$ cat src/rtl/sprite_writer.sv
// Sprite writer: streams pixels from a valid/ready source into sprite memory.
// Latency: an accepted pixel appears on mem_we_o/mem_addr_o/mem_data_o one cycle later.
// Backpressure: pix_ready_o is high only while loading; mem writes are never stalled.
// Optional build macro: SPRITE_WRITER_SKIP_TRANSPARENT_EN (pixel value 0 consumes a slot but is not written).
module sprite_writer #(
    parameter int DEPTH  = 1536,
    parameter int ADDR_W = 11,
    parameter int PIX_W  = 4
) (
    input  logic              clk_i,
    input  logic              rst_ni,
    input  logic              start_i,
    input  logic [ADDR_W-1:0] base_addr_i,
    input  logic [ADDR_W-1:0] length_i,
    input  logic              pix_valid_i,
    input  logic [PIX_W-1:0]  pix_data_i,
    output logic              pix_ready_o,
    output logic              mem_we_o,
    output logic [ADDR_W-1:0] mem_addr_o,
    output logic [PIX_W-1:0]  mem_data_o,
    output logic              busy_o,
    output logic              done_o,
    output logic [ADDR_W-1:0] count_o
);

    localparam logic [1:0] S_IDLE = 2'd0;
    localparam logic [1:0] S_LOAD = 2'd1;
    localparam logic [1:0] S_DONE = 2'd2;

    localparam logic [ADDR_W-1:0] LAST_ADDR = ADDR_W'(DEPTH - 1);
    localparam logic [ADDR_W-1:0] ONE       = ADDR_W'(1);

    logic [1:0]        rst_sync_q;
    logic              rst_n_int;

    logic [1:0]        state_q, state_d;
    logic [ADDR_W-1:0] ptr_q, ptr_d;
    logic [ADDR_W-1:0] len_q, len_d;
    logic [ADDR_W-1:0] count_q, count_d;
    logic              we_q, we_d;
    logic [ADDR_W-1:0] addr_q, addr_d;
    logic [PIX_W-1:0]  data_q, data_d;

    logic              accept;
    logic              write_en;

    // Reset asserts immediately but releases on a clock edge so the FSM leaves reset cleanly.
    always_ff @(posedge clk_i or negedge rst_ni) begin
        if (!rst_ni) begin
            rst_sync_q <= 2'b00;
        end else begin
            rst_sync_q <= {rst_sync_q[0], 1'b1};
        end
    end

    assign rst_n_int = rst_sync_q[1];

    assign pix_ready_o = (state_q == S_LOAD);
    assign accept      = pix_valid_i && pix_ready_o;

`ifdef SPRITE_WRITER_SKIP_TRANSPARENT_EN
    // Transparent pixels still advance pointer and count, they just leave memory untouched.
    assign write_en = accept && (pix_data_i != '0);
`else
    assign write_en = accept;
`endif

    // Next-state logic: FSM, write pointer with DEPTH wrap, saturating pixel count, write register.
    always_comb begin
        state_d = state_q;
        ptr_d   = ptr_q;
        len_d   = len_q;
        count_d = count_q;
        we_d    = 1'b0;
        addr_d  = addr_q;
        data_d  = data_q;
        case (state_q)
            S_IDLE: begin
                if (start_i) begin
                    len_d   = length_i;
                    ptr_d   = base_addr_i;
                    count_d = '0;
                    state_d = (length_i == '0) ? S_DONE : S_LOAD;
                end
            end
            S_LOAD: begin
                if (accept) begin
                    we_d   = write_en;
                    addr_d = ptr_q;
                    data_d = pix_data_i;
                    ptr_d  = (ptr_q == LAST_ADDR) ? '0 : ptr_q + ONE;
                    if (count_q != len_q) begin
                        count_d = count_q + ONE;
                    end
                    if (count_q + ONE == len_q) begin
                        state_d = S_DONE;
                    end
                end
            end
            S_DONE: begin
                state_d = S_IDLE;
            end
            default: begin
                state_d = S_IDLE;
            end
        endcase
    end

    // State and output registers.
    always_ff @(posedge clk_i or negedge rst_n_int) begin
        if (!rst_n_int) begin
            state_q <= S_IDLE;
            ptr_q   <= '0;
            len_q   <= '0;
            count_q <= '0;
            we_q    <= 1'b0;
            addr_q  <= '0;
            data_q  <= '0;
        end else begin
            state_q <= state_d;
            ptr_q   <= ptr_d;
            len_q   <= len_d;
            count_q <= count_d;
            we_q    <= we_d;
            addr_q  <= addr_d;
            data_q  <= data_d;
        end
    end

    assign mem_we_o   = we_q;
    assign mem_addr_o = addr_q;
    assign mem_data_o = data_q;
    assign busy_o     = (state_q != S_IDLE);
    assign done_o     = (state_q == S_DONE);
    assign count_o    = count_q;

endmodule

$ cat config.mk
export PLATFORM = sky130hd
export DESIGN_NAME = sprite_writer
export DESIGN_NICKNAME = d
export VERILOG_FILES = /design/src/rtl/sprite_writer.sv
export SDC_FILE = /design/constraint.sdc
export NUM_CORES = 1
export LEC_CHECK = 0
export CAP_MARGIN = 20
export CORE_MARGIN = 3
export CORE_UTILIZATION = 51
export CTS_CLUSTER_DIAMETER = 30
export DETAILED_ROUTE_END_ITERATION = 6
export PLACE_DENSITY = 0.8
export SYNTH_ARGS = -nofsm -noshare
export SYNTH_HDL_FRONTEND = slang
export SYNTH_SLANG_ARGS = --single-unit
$ cat constraint.sdc
create_clock -name clk_i -period 2.37 [get_ports clk_i]
set_clock_uncertainty 0.15 [all_clocks]
set_input_delay 0.474 -clock clk_i [delete_from_list [all_inputs] [get_ports clk_i]]
set_output_delay 0.474 -clock clk_i [all_outputs]
set_load 0.01 [all_outputs]
==> impl_metrics.env, run 1 <==
export IMPL_postPlaceCellArea_mm2=0.003664
export IMPL_fin_cells=452
export IMPL_drcViolationCount=0
export IMPL_root_buffer="clkbuf_8"
export IMPL_place_gp_congestion=0.9191
export IMPL_avgRoutedWirePerCell_um=16.07
export IMPL_setup_worst_path_class="reg2reg"
export IMPL_vias_per_cell=5.832
export IMPL_hp_class="reg2async"
export IMPL_final_min_clock_period_ns=2.287
export IMPL_r2r_end="count_o[5]"
export IMPL_r2r_cells=6
export IMPL_rr_startpoint="count_o[8]"
export IMPL_dp_slack_ns=-0.1676
export IMPL_port_buffers=59
export IMPL_pin_count=60
export IMPL_drt_wl_total_um=7263
export IMPL_die_width_um=80.58
export IMPL_grt_usage_pct=23.74
export IMPL_yosys_register_bits=53
export IMPL_crit_arrival_ns=2.33
export IMPL_cts_tree="yes"
export IMPL_worst_pin_slew_ns=0.6306
export IMPL_fin_nets=413
export IMPL_clk_pin_slew_ns=0.10
export IMPL_fin_util_pct=71.91
export IMPL_cts_inserted_buffers=5
export IMPL_grt_pass1_wl_um=11910
export IMPL_maxSlewViolCount=0
export IMPL_synth_edff_count=0
export IMPL_yosysWarnings=0
export IMPL_ys_seq_area_share_pct=46.76
export IMPL_cp_end_kind="flop"
export IMPL_htreeDepth=2
export IMPL_rows=26
export IMPL_hpwlAfterDp_um=5371
export IMPL_synthDistinctLibCells=55
export IMPL_fmax_mhz=437.3
export IMPL_status="finished, final reports clean"
export IMPL_final_hold_viol_count=0
export IMPL_drv_cap=0
export IMPL_rrSetupSlack_ns=0.08
export IMPL_crit_chain="xnor2_1 -> or4b_4 -> o31ai_4 -> buf_4 -> o21ai_0 -> o41ai_1"
export IMPL_vias=2636
export IMPL_setup_viol=0
export IMPL_coreArea_mm2=0.005238
export IMPL_final_area_mm2=0.003766
export IMPL_gr_total_overflow=0
export IMPL_cts_sinks=53
export IMPL_holdWs_ns=0.1445
export IMPL_required_ns=2.41
export IMPL_syn_inst=300
export IMPL_power_per_cell_area_mw_per_mm2=1169
export IMPL_dp_cells=444
export IMPL_met3_usage_pct=4.821
export IMPL_drt_antenna_violating_nets=0
export IMPL_leakagePower_nw=1.614
export IMPL_setup_ws_ns=0.08315
export IMPL_cp_start_kind="flop"
export IMPL_grtUsageMet1_pct=34.17
export IMPL_initial_core_util_pct=54.16
export IMPL_die_h_um=80.58
export IMPL_grt_pass1_vias=2459
export IMPL_avgSynthCellArea_um2=9.455
export IMPL_peakVddDrop_v=0.0007446
export IMPL_cp_max_fo=6
export IMPL_area_delta_synth_final_pct=32.77
export IMPL_synth_async_reset_ratio_pct=100.0
export IMPL_dr_pass1_iters=5
export IMPL_post_cts_buffers=0
export IMPL_slew_headroom_pct=57.96
export IMPL_drt_iter0_drc=303
export IMPL_drive_gt1_share_pct=18.85
export IMPL_fp_dieArea_mm2=0.006492
export IMPL_max_stage_delay_ns=0.54
export IMPL_synth_ff_type="dfrtp_1"
export IMPL_slowest_stage="or4b_4"
export IMPL_finalCritPeriodShare_pct=96.49
export IMPL_clockBufferDepth=2
export IMPL_clk_latency_ns=0.31
export IMPL_netlist_area_mm2=0.002836
export IMPL_antennaDiodeCount=0
export IMPL_top_usage_layer="met2"
export IMPL_syn_nets=332
export IMPL_use_met2_pct=36.59
export IMPL_grt_start_max_net_pins=31
export IMPL_antenna_found_initial=0
==> worst max-delay path by stage <==
stage	from	depth (start not counted)	endpoint
CTS	count_o[0]	6	count_o[2]
finish	count_o[8]	6	count_o[5]
floorplan	count_o[0]	6	count_o[10]
global placement	start_i	6	count_o[10]
global route	count_o[8]	6	count_o[2]
detailed placement	start_i	7	count_o[9]
==> cell usage in the layout (no fill, tap or decap), types with 4 or more instances in the layout <==
| master | count |
|---|---|
| clkbuf_8 | 5 |
| a21oi_1 | 20 |
| dfrtp_1 | 50 |
| nor4_1 | 4 |
| nor3_1 | 7 |
| or3_2 | 4 |
| buf_4 | 27 |
| o21ai_0 | 26 |
| nand4_1 | 4 |
| nand2_1 | 52 |
| inv_1 | 8 |
| mux2_2 | 15 |
| nor2_1 | 14 |
| clkdlybuf4s50_1 | 59 |
| nand3_1 | 7 |
| o31ai_1 | 4 |
| xor2_1 | 10 |
| nand2b_1 | 4 |
==> worst max-delay path: cells and delay by family (launching register included) <==
kind | cells | cell delay [ns]
compound gates | 3 | 0.61
xor+xnor | 1 | 0.25
buf+inv | 1 | 0.20
flops | 1 | 0.43
simple gates | 1 | 0.54
==> cell type report <==
class / instances / area (um2)
clock buffers: 6 / 72.57
inverters: 8 / 30.03
repair buffers: 88 / 824.5
clock inverters: 2 / 15.01
multi-input cells: 225 / 1406
fillers: 402 / 1471
well taps: 70 / 87.58
flip-flops and latches: 53 / 1330
==> timing repair <==
action	CTS	global route
endpoints found under the setup margin	0	2
hold buffers	0	0
resized for setup	0	5
==> metrics by stage <==
| step | total power [mW] | TNS, ns |
|---|---|---|
| floorplan | 2.885 | 0 |
| global placement | 3.752 | -0.7378 |
| detailed placement | 3.838 | -1.158 |
| CTS | 4.366 | 0 |
| global route | 4.724 | -0.08788 |
| finish | 4.403 | 0 |
==> synth_stat cells (2+ instances only) <==
cell type	count	area share, %
a31oi_1	2	0.44
o41ai_1	2	0.62
a21oi_1	20	3.5
a21oi_2	2	0.62
and2_1	2	0.44
inv_1	8	1.1
a2111oi_0	2	0.62
dfrtp_1	53	47
nor3_1	7	1.2
buf_6	2	0.79
nor2b_1	2	0.44
or3_1	3	0.66
o22ai_1	2	0.44
a2bb2oi_1	2	0.62
o21ai_0	26	4.6
clkbuf_1	8	1.1
or2_2	2	0.44
nand4_1	4	0.88
nor4_1	4	0.88
nand2_1	52	6.9
or3_2	4	1.1
mux2_2	15	6.0
xor2_1	10	3.1
o21ai_2	2	0.62
nor2_1	14	1.9
ha_1	2	0.88
xnor2_1	4	1.2
nand2b_1	4	0.88
nor3b_1	3	0.79
and3_1	3	0.66
nand3_1	7	1.2
o31ai_1	4	1.1
==> flip-flops by register name, summed over array words and instances, names as in the netlist <==
signal      cells
count_o        11
mem_data_o      4
mem_addr_o     11
state_q         2
ptr_q          11
len_q          11
rst_sync_q      2
mem_we_o        1
==> routing by layer <==
| layer | vias to the layer above | wire length, um |
|---|---|---|
| met1 | 1272 | 3247 |
| met4 | 0 | 124 |
| li1 | 1224 | - |
| met5 | - | 0 |
| met3 | 12 | 491 |
| met2 | 128 | 3399 |
==> logic make-up (layout without fill, tap and decap cells) <==
group | after synthesis | count (layout) | share of synthesized area [%]
fa+ha+maj | 2 | 2 | 0.8821
flops | 53 | 53 | 46.76
mux | 16 | 16 | 6.308
compound gates | 73 | 73 | 16.41
simple gates | 119 | 119 | 21.22
other cells | 1 | 1 | 0.1322
buf+inv | 22 | 104 | 3.970
xor+xnor | 14 | 14 | 4.323
==> where the power goes <==
part	internal, mW	switching, mW
clock	0.209	0.298
combinational	1.17	1.14
sequential	1.26	0.331
total	2.64	1.76
Power figures use the tool's default switching activity.
==> run 2: changes to the inputs <==
--- a/config.mk
+++ b/config.mk
@@ -6,7 +6,6 @@
 export NUM_CORES = 1
 export LEC_CHECK = 0
 export CAP_MARGIN = 20
-export CORE_MARGIN = 3
 export CORE_UTILIZATION = 51
 export CTS_CLUSTER_DIAMETER = 30
 export DETAILED_ROUTE_END_ITERATION = 6
==> run 2 against run 1 <==
  * First-iteration DRC count shrank 21%
  * Global-route usage up 3.3 points
  * Count of clock-buffer cells in the layout stayed put
  * Register-to-register slack better by 0.03 ns
  * Hold slack got worse by 0.10 ns
  * Utilization grew 0.91 points
  * Largest cell class unchanged
  * Largest power group unchanged
==> impl_metrics.env, run 2 (same netlist as run 1, synthesis figures left out) <==
export IMPL_status="finished, final reports clean"
export IMPL_pin_count=60
export IMPL_grt_start_max_net_pins=19
export IMPL_crit_family="simple AND/OR/NAND/NOR gates"
export IMPL_crit_arrival_ns=2.35
export IMPL_slowest_stage="or4_4"
export IMPL_dr_pass1_iters=5
export IMPL_fp_dieArea_mm2=0.005864
export IMPL_die_width_um=76.58
export IMPL_grt_usage_pct=27.02
export IMPL_cp_end_kind="flop"
export IMPL_setup_ws_ns=0.1094
export IMPL_port_buffers=59
export IMPL_drt_iter0_drc=240
export IMPL_seq_area_mm2=0.001328
export IMPL_cts_sinks=53
export IMPL_met3_usage_pct=4.551
export IMPL_cp_start_kind="flop"
export IMPL_fin_util_pct=72.81
export IMPL_gr_total_overflow=0
export IMPL_root_buffer="clkbuf_8"
export IMPL_slew_headroom_pct=66.25
export IMPL_maxSlewViolCount=0
export IMPL_top_usage_layer="met2"
export IMPL_cts_inserted_buffers=5
export IMPL_required_ns=2.46
export IMPL_worst_pin_slew_ns=0.5007
export IMPL_coreArea_mm2=0.005238
export IMPL_setup_worst_path_class="reg2reg"
export IMPL_finalCritPeriodShare_pct=95.38
export IMPL_use_met2_pct=41.71
export IMPL_power_per_cell_area_mw_per_mm2=1174
export IMPL_leakagePower_nw=1.656
export IMPL_antennaDiodeCount=0
export IMPL_drv_cap=0
export IMPL_vias=2668
export IMPL_cp_max_fo=5
export IMPL_clockBufferDepth=2
export IMPL_clk_latency_ns=0.31
export IMPL_final_cell_mix="clkdlybuf4s50_1 (58), dfrtp_1 (52), nand2_1 (51)"
export IMPL_avgRoutedWirePerCell_um=15.87
export IMPL_crit_chain="xor2_1 -> or4_4 -> o31ai_4 -> buf_4 -> buf_4 -> o21ai_0 -> a21oi_1"
export IMPL_place_gp_congestion=0.9564
export IMPL_final_min_clock_period_ns=2.261
export IMPL_dp_slack_ns=-0.2396
export IMPL_drt_antenna_violating_nets=0
export IMPL_cp_common_cell="buf_4"
export IMPL_die_h_um=76.58
export IMPL_hp_class="reg2async"
export IMPL_initial_core_util_pct=54.16
export IMPL_hpwlAfterDp_um=5441
export IMPL_grt_pass1_vias=2553
export IMPL_final_common_cell="clkdlybuf4s50_1"
export IMPL_cts_tree="yes"
export IMPL_setup_viol=0
export IMPL_fmax_mhz=442.4
export IMPL_fin_nets=417
export IMPL_fill_cells=395
export IMPL_htreeDepth=2
export IMPL_rows=26
export IMPL_drcViolationCount=0
export IMPL_drive_gt1_share_pct=20.47
export IMPL_vias_per_cell=5.851
export IMPL_cts_hold_buf=0
export IMPL_peakVddDrop_v=0.0007675
export IMPL_grtUsageMet1_pct=39.12
export IMPL_area_delta_synth_final_pct=34.45
export IMPL_multi_input_area_mm2=0.001429
export IMPL_drt_wl_total_um=7237
export IMPL_final_hold_viol_count=0
export IMPL_rsz0062_at_grt="false"
export IMPL_antenna_found_initial=0
export IMPL_grt_pass1_wl_um=12410
export IMPL_crit_buf_inv=2
export IMPL_clk_pin_slew_ns=0.10
export IMPL_max_stage_delay_ns=0.57
==> run 2: final timing paths <==
kind,cells after the start,startpoint,to,slack [ns]
worst min-delay path,0,rst_sync_q[1],mem_we_o,0.04
worst max register to register,7,count_o[4],count_o[2],0.11
worst min register to register,0,rst_sync_q[1],mem_we_o,0.04
worst max-delay path,7,count_o[4],count_o[2],0.11
max in group asynchronous,1,rst_sync_q[1],mem_data_o[3],1.45
min in group clk_i,0,rst_sync_q[0],rst_sync_q[1],0.21
==> run 2: final cells by class <==
| cell class | count | area share, % |
|---|---|---|
| clock buffers | 6 | 1.903 |
| multi-input cells | 225 | 37.47 |
| inverters | 8 | 0.7874 |
| flip-flops and latches | 53 | 34.81 |
| clock inverters | 2 | 0.3609 |
| repair buffers | 92 | 22.38 |
| well taps | 70 | 2.297 |
==> run 2: routing by layer <==
metal | part of all wire, % | up-vias
met2 | 45 | 137
met3 | 7.4 | 13
met4 | 1.5 | 0
met1 | 46 | 1276
li1 | - | 1242
met5 | 0 | -
==> run 2: timing repair <==
item                                    in CTS  in global routing
resized for setup                            0                  8
buffers inserted                             0                  1
endpoints found under the setup margin       0                  9
==> run 2: worst register-to-register path, cell delays in order, from the launching register on <==
cell,delay (ns)
dfrtp_1,0.43
xor2_1,0.21
or4_4,0.57
o31ai_4,0.33
buf_4,0.17
buf_4,0.12
o21ai_0,0.07
a21oi_1,0.14
==> run 2: where the power goes <==
part	switching [mW]	leakage, nW	internal (mW)
combinational	1.17	0.952	1.22
clock	0.299	0.0456	0.211
sequential	0.310	0.658	1.26
total	1.78	1.66	2.69
==> run 2: stage by stage <==
step	instance area, um2	TNS, ns	cells	power, mW	hold slack, ns
CTS	3772	0	455	4.390	0.05931
floorplan	2836	0	300	2.885	0.02841
global route	3814	0	456	4.794	0.08868
detailed placement	3686	-1.643	447	3.870	0.05352
finish	3814	0	456	4.479	0.04263
global placement	3686	-0.8660	447	3.778	0.04787
==> run 3: changes to the inputs <==
--- a/config.mk
+++ b/config.mk
@@ -9,6 +9,7 @@
 export CORE_UTILIZATION = 51
 export CTS_CLUSTER_DIAMETER = 30
 export DETAILED_ROUTE_END_ITERATION = 6
+export HOLD_SLACK_MARGIN = 0.1
 export PLACE_DENSITY = 0.8
 export SYNTH_ARGS = -nofsm -noshare
 export SYNTH_HDL_FRONTEND = slang
==> constraint.sdc (replaced) <==
create_clock -name clk_i -period 2.45 [get_ports clk_i]
set_clock_uncertainty 0.15 [all_clocks]
set_input_delay 0.49 -clock clk_i [delete_from_list [all_inputs] [get_ports clk_i]]
set_output_delay 0.49 -clock clk_i [all_outputs]
set_load 0.01 [all_outputs]
==> run 3 against run 2 <==
  * Non-clock buffer count down 8
  * Die area is the same
  * Maximum frequency shrank 2.7%
  * Combinational power is 8.7% lower
  * Clock power rose by 4.5%
  * Via count shrank 5.4%
  * Design area shrank 1.9%
  * First-iteration DRC count decreased by 12%
  * Power down 5.6%
  * Hold slack improved by 0.14 ns
  * Global-route usage decreased by 1.4 points
  * Register-to-register slack improved by 0.02 ns
==> impl_metrics.env, run 3 (same netlist as run 1, synthesis figures left out) <==
export IMPL_status="finished, final reports clean"
export IMPL_fmax_mhz=430.3
export IMPL_leakagePower_nw=1.610
export IMPL_post_cts_buffers=0
export IMPL_vias_per_cell=5.632
export IMPL_final_hold_viol_count=0
export IMPL_vias=2523
export IMPL_dp_cells=440
export IMPL_clockBufferDepth=2
export IMPL_drv_cap=0
export IMPL_rr_startpoint="count_o[6]"
export IMPL_port_buffers=59
export IMPL_fin_nets=409
export IMPL_setup_worst_path_class="reg2reg"
export IMPL_hp_class="in2async"
export IMPL_antenna_found_initial=0
export IMPL_r2r_end="count_o[2]"
export IMPL_antennaDiodeCount=0
export IMPL_coreArea_mm2=0.005238
export IMPL_final_cell_mix="clkdlybuf4s50_1 (59), nand2_1 (52), dfrtp_1 (52)"
export IMPL_setup_viol=0
export IMPL_hpwlAfterDp_um=5056
export IMPL_grt_pass1_vias=2361
export IMPL_slew_headroom_pct=57.56
export IMPL_r2r_cells=6
export IMPL_root_buffer="clkbuf_8"
export IMPL_final_setup_tns_ns=0
export IMPL_power_per_cell_area_mw_per_mm2=1130
export IMPL_avgRoutedWirePerCell_um=15.28
export IMPL_place_gp_congestion=0.9123
export IMPL_required_ns=2.54
export IMPL_peakVddDrop_v=0.0008345
export IMPL_cts_inserted_buffers=5
export IMPL_cts_hold_buf=0
export IMPL_rows=26
export IMPL_drcViolationCount=0
export IMPL_drt_iter0_drc=211
export IMPL_final_common_cell="clkdlybuf4s50_1"
export IMPL_maxSlewViolCount=0
export IMPL_power_mw=4.226
export IMPL_gr_total_overflow=0
export IMPL_fill_cells=424
export IMPL_rsz0062_at_grt="false"
export IMPL_grt_start_max_net_pins=52
export IMPL_drt_antenna_violating_nets=0
export IMPL_cp_max_fo=8
export IMPL_fp_dieArea_mm2=0.005864
export IMPL_cts_tree="yes"
export IMPL_initial_core_util_pct=54.16
export IMPL_crit_arrival_ns=2.41
export IMPL_grt_usage_pct=25.65
export IMPL_drive_gt1_share_pct=17.72
export IMPL_dr_pass1_iters=4
export IMPL_die_h_um=76.58
export IMPL_htreeDepth=2
export IMPL_pin_count=60
export IMPL_drt_wl_total_um=6844
export IMPL_seq_area_mm2=0.001328
export IMPL_final_min_clock_period_ns=2.324
export IMPL_area_delta_synth_final_pct=31.89
export IMPL_cp_end_kind="flop"
export IMPL_rrSetupSlack_ns=0.13
export IMPL_worst_pin_slew_ns=0.6366
export IMPL_die_width_um=76.58
export IMPL_grt_pass1_wl_um=11600
export IMPL_cp_start_kind="flop"
export IMPL_fin_cells=448
export IMPL_finalCritPeriodShare_pct=94.85
export IMPL_clk_pin_slew_ns=0.09
export IMPL_multi_input_area_mm2=0.001404
export IMPL_clk_latency_ns=0.31
export IMPL_cts_sinks=53
-- run 3: critical path, cell delays in order (launching register included) --
cell and delay (ns):
dfrtp_1 0.42, xor2_1 0.21, or4b_4 0.56, o31ai_4 0.48
buf_4 0.21, o21ai_0 0.08, a21oi_1 0.15
-- run 3: area by class of cell --
cell class | instances | area share, %
multi-input combinational | 225 | 37.53
sequential | 53 | 35.48
timing repair buffer | 84 | 21.14
clock buffer | 7 | 2.575
tap | 70 | 2.341
inverter | 8 | 0.8027
clock inverter | 1 | 0.1338
-- run 3: worst max path at each step --
stage | start | end | slack, ns | depth (start not counted)
2_1_floorplan | count_o[0] | count_o[10] | 0.26 | 6
3_3_place_gp | start_i | count_o[7] | -0.09 | 7
3_5_place_dp | start_i | count_o[8] | -0.15 | 6
4_1_cts | count_o[8] | count_o[2] | 0.12 | 6
5_1_grt | count_o[2] | state_q[1] | 0.04 | 5
6_report | count_o[6] | count_o[2] | 0.13 | 6
-- run 3: per-stage QoR --
stage	cell area (um2)	setup slack (ns)	hold WS, ns	util, %
floorplan	2836	0.2643	0.04441	-
global placement	3633	-0.08700	0.1924	69.37
detailed placement	3633	-0.1533	0.1964	69.37
CTS	3735	0.1181	0.1805	71.31
global route	3741	0.04172	0.1752	71.43
finish	3741	0.1263	0.1871	71.43
-- run 3: what timing repair did --
action	CTS	global route
setup endpoints to repair	0	1
gates resized for setup	0	1
endpoints found under the hold margin	0	0
-- run 3: routing by layer --
layer / share of wire, % / track usage [%] / vias up / wire (um)
li1: - / - / 1216 / -
met1: 48 / 37.81 / 1213 / 3280
met2: 45 / 38.11 / 86 / 3098
met3: 5.5 / 4.551 / 8 / 373
met4: 1.3 / 8.462 / 0 / 91
met5: 0 / 0 / - / 0
-- run 3: power breakdown --
group / internal [mW] / switching, mW
combinational: 1.11 / 1.08
sequential: 1.22 / 0.287
clock: 0.256 / 0.277
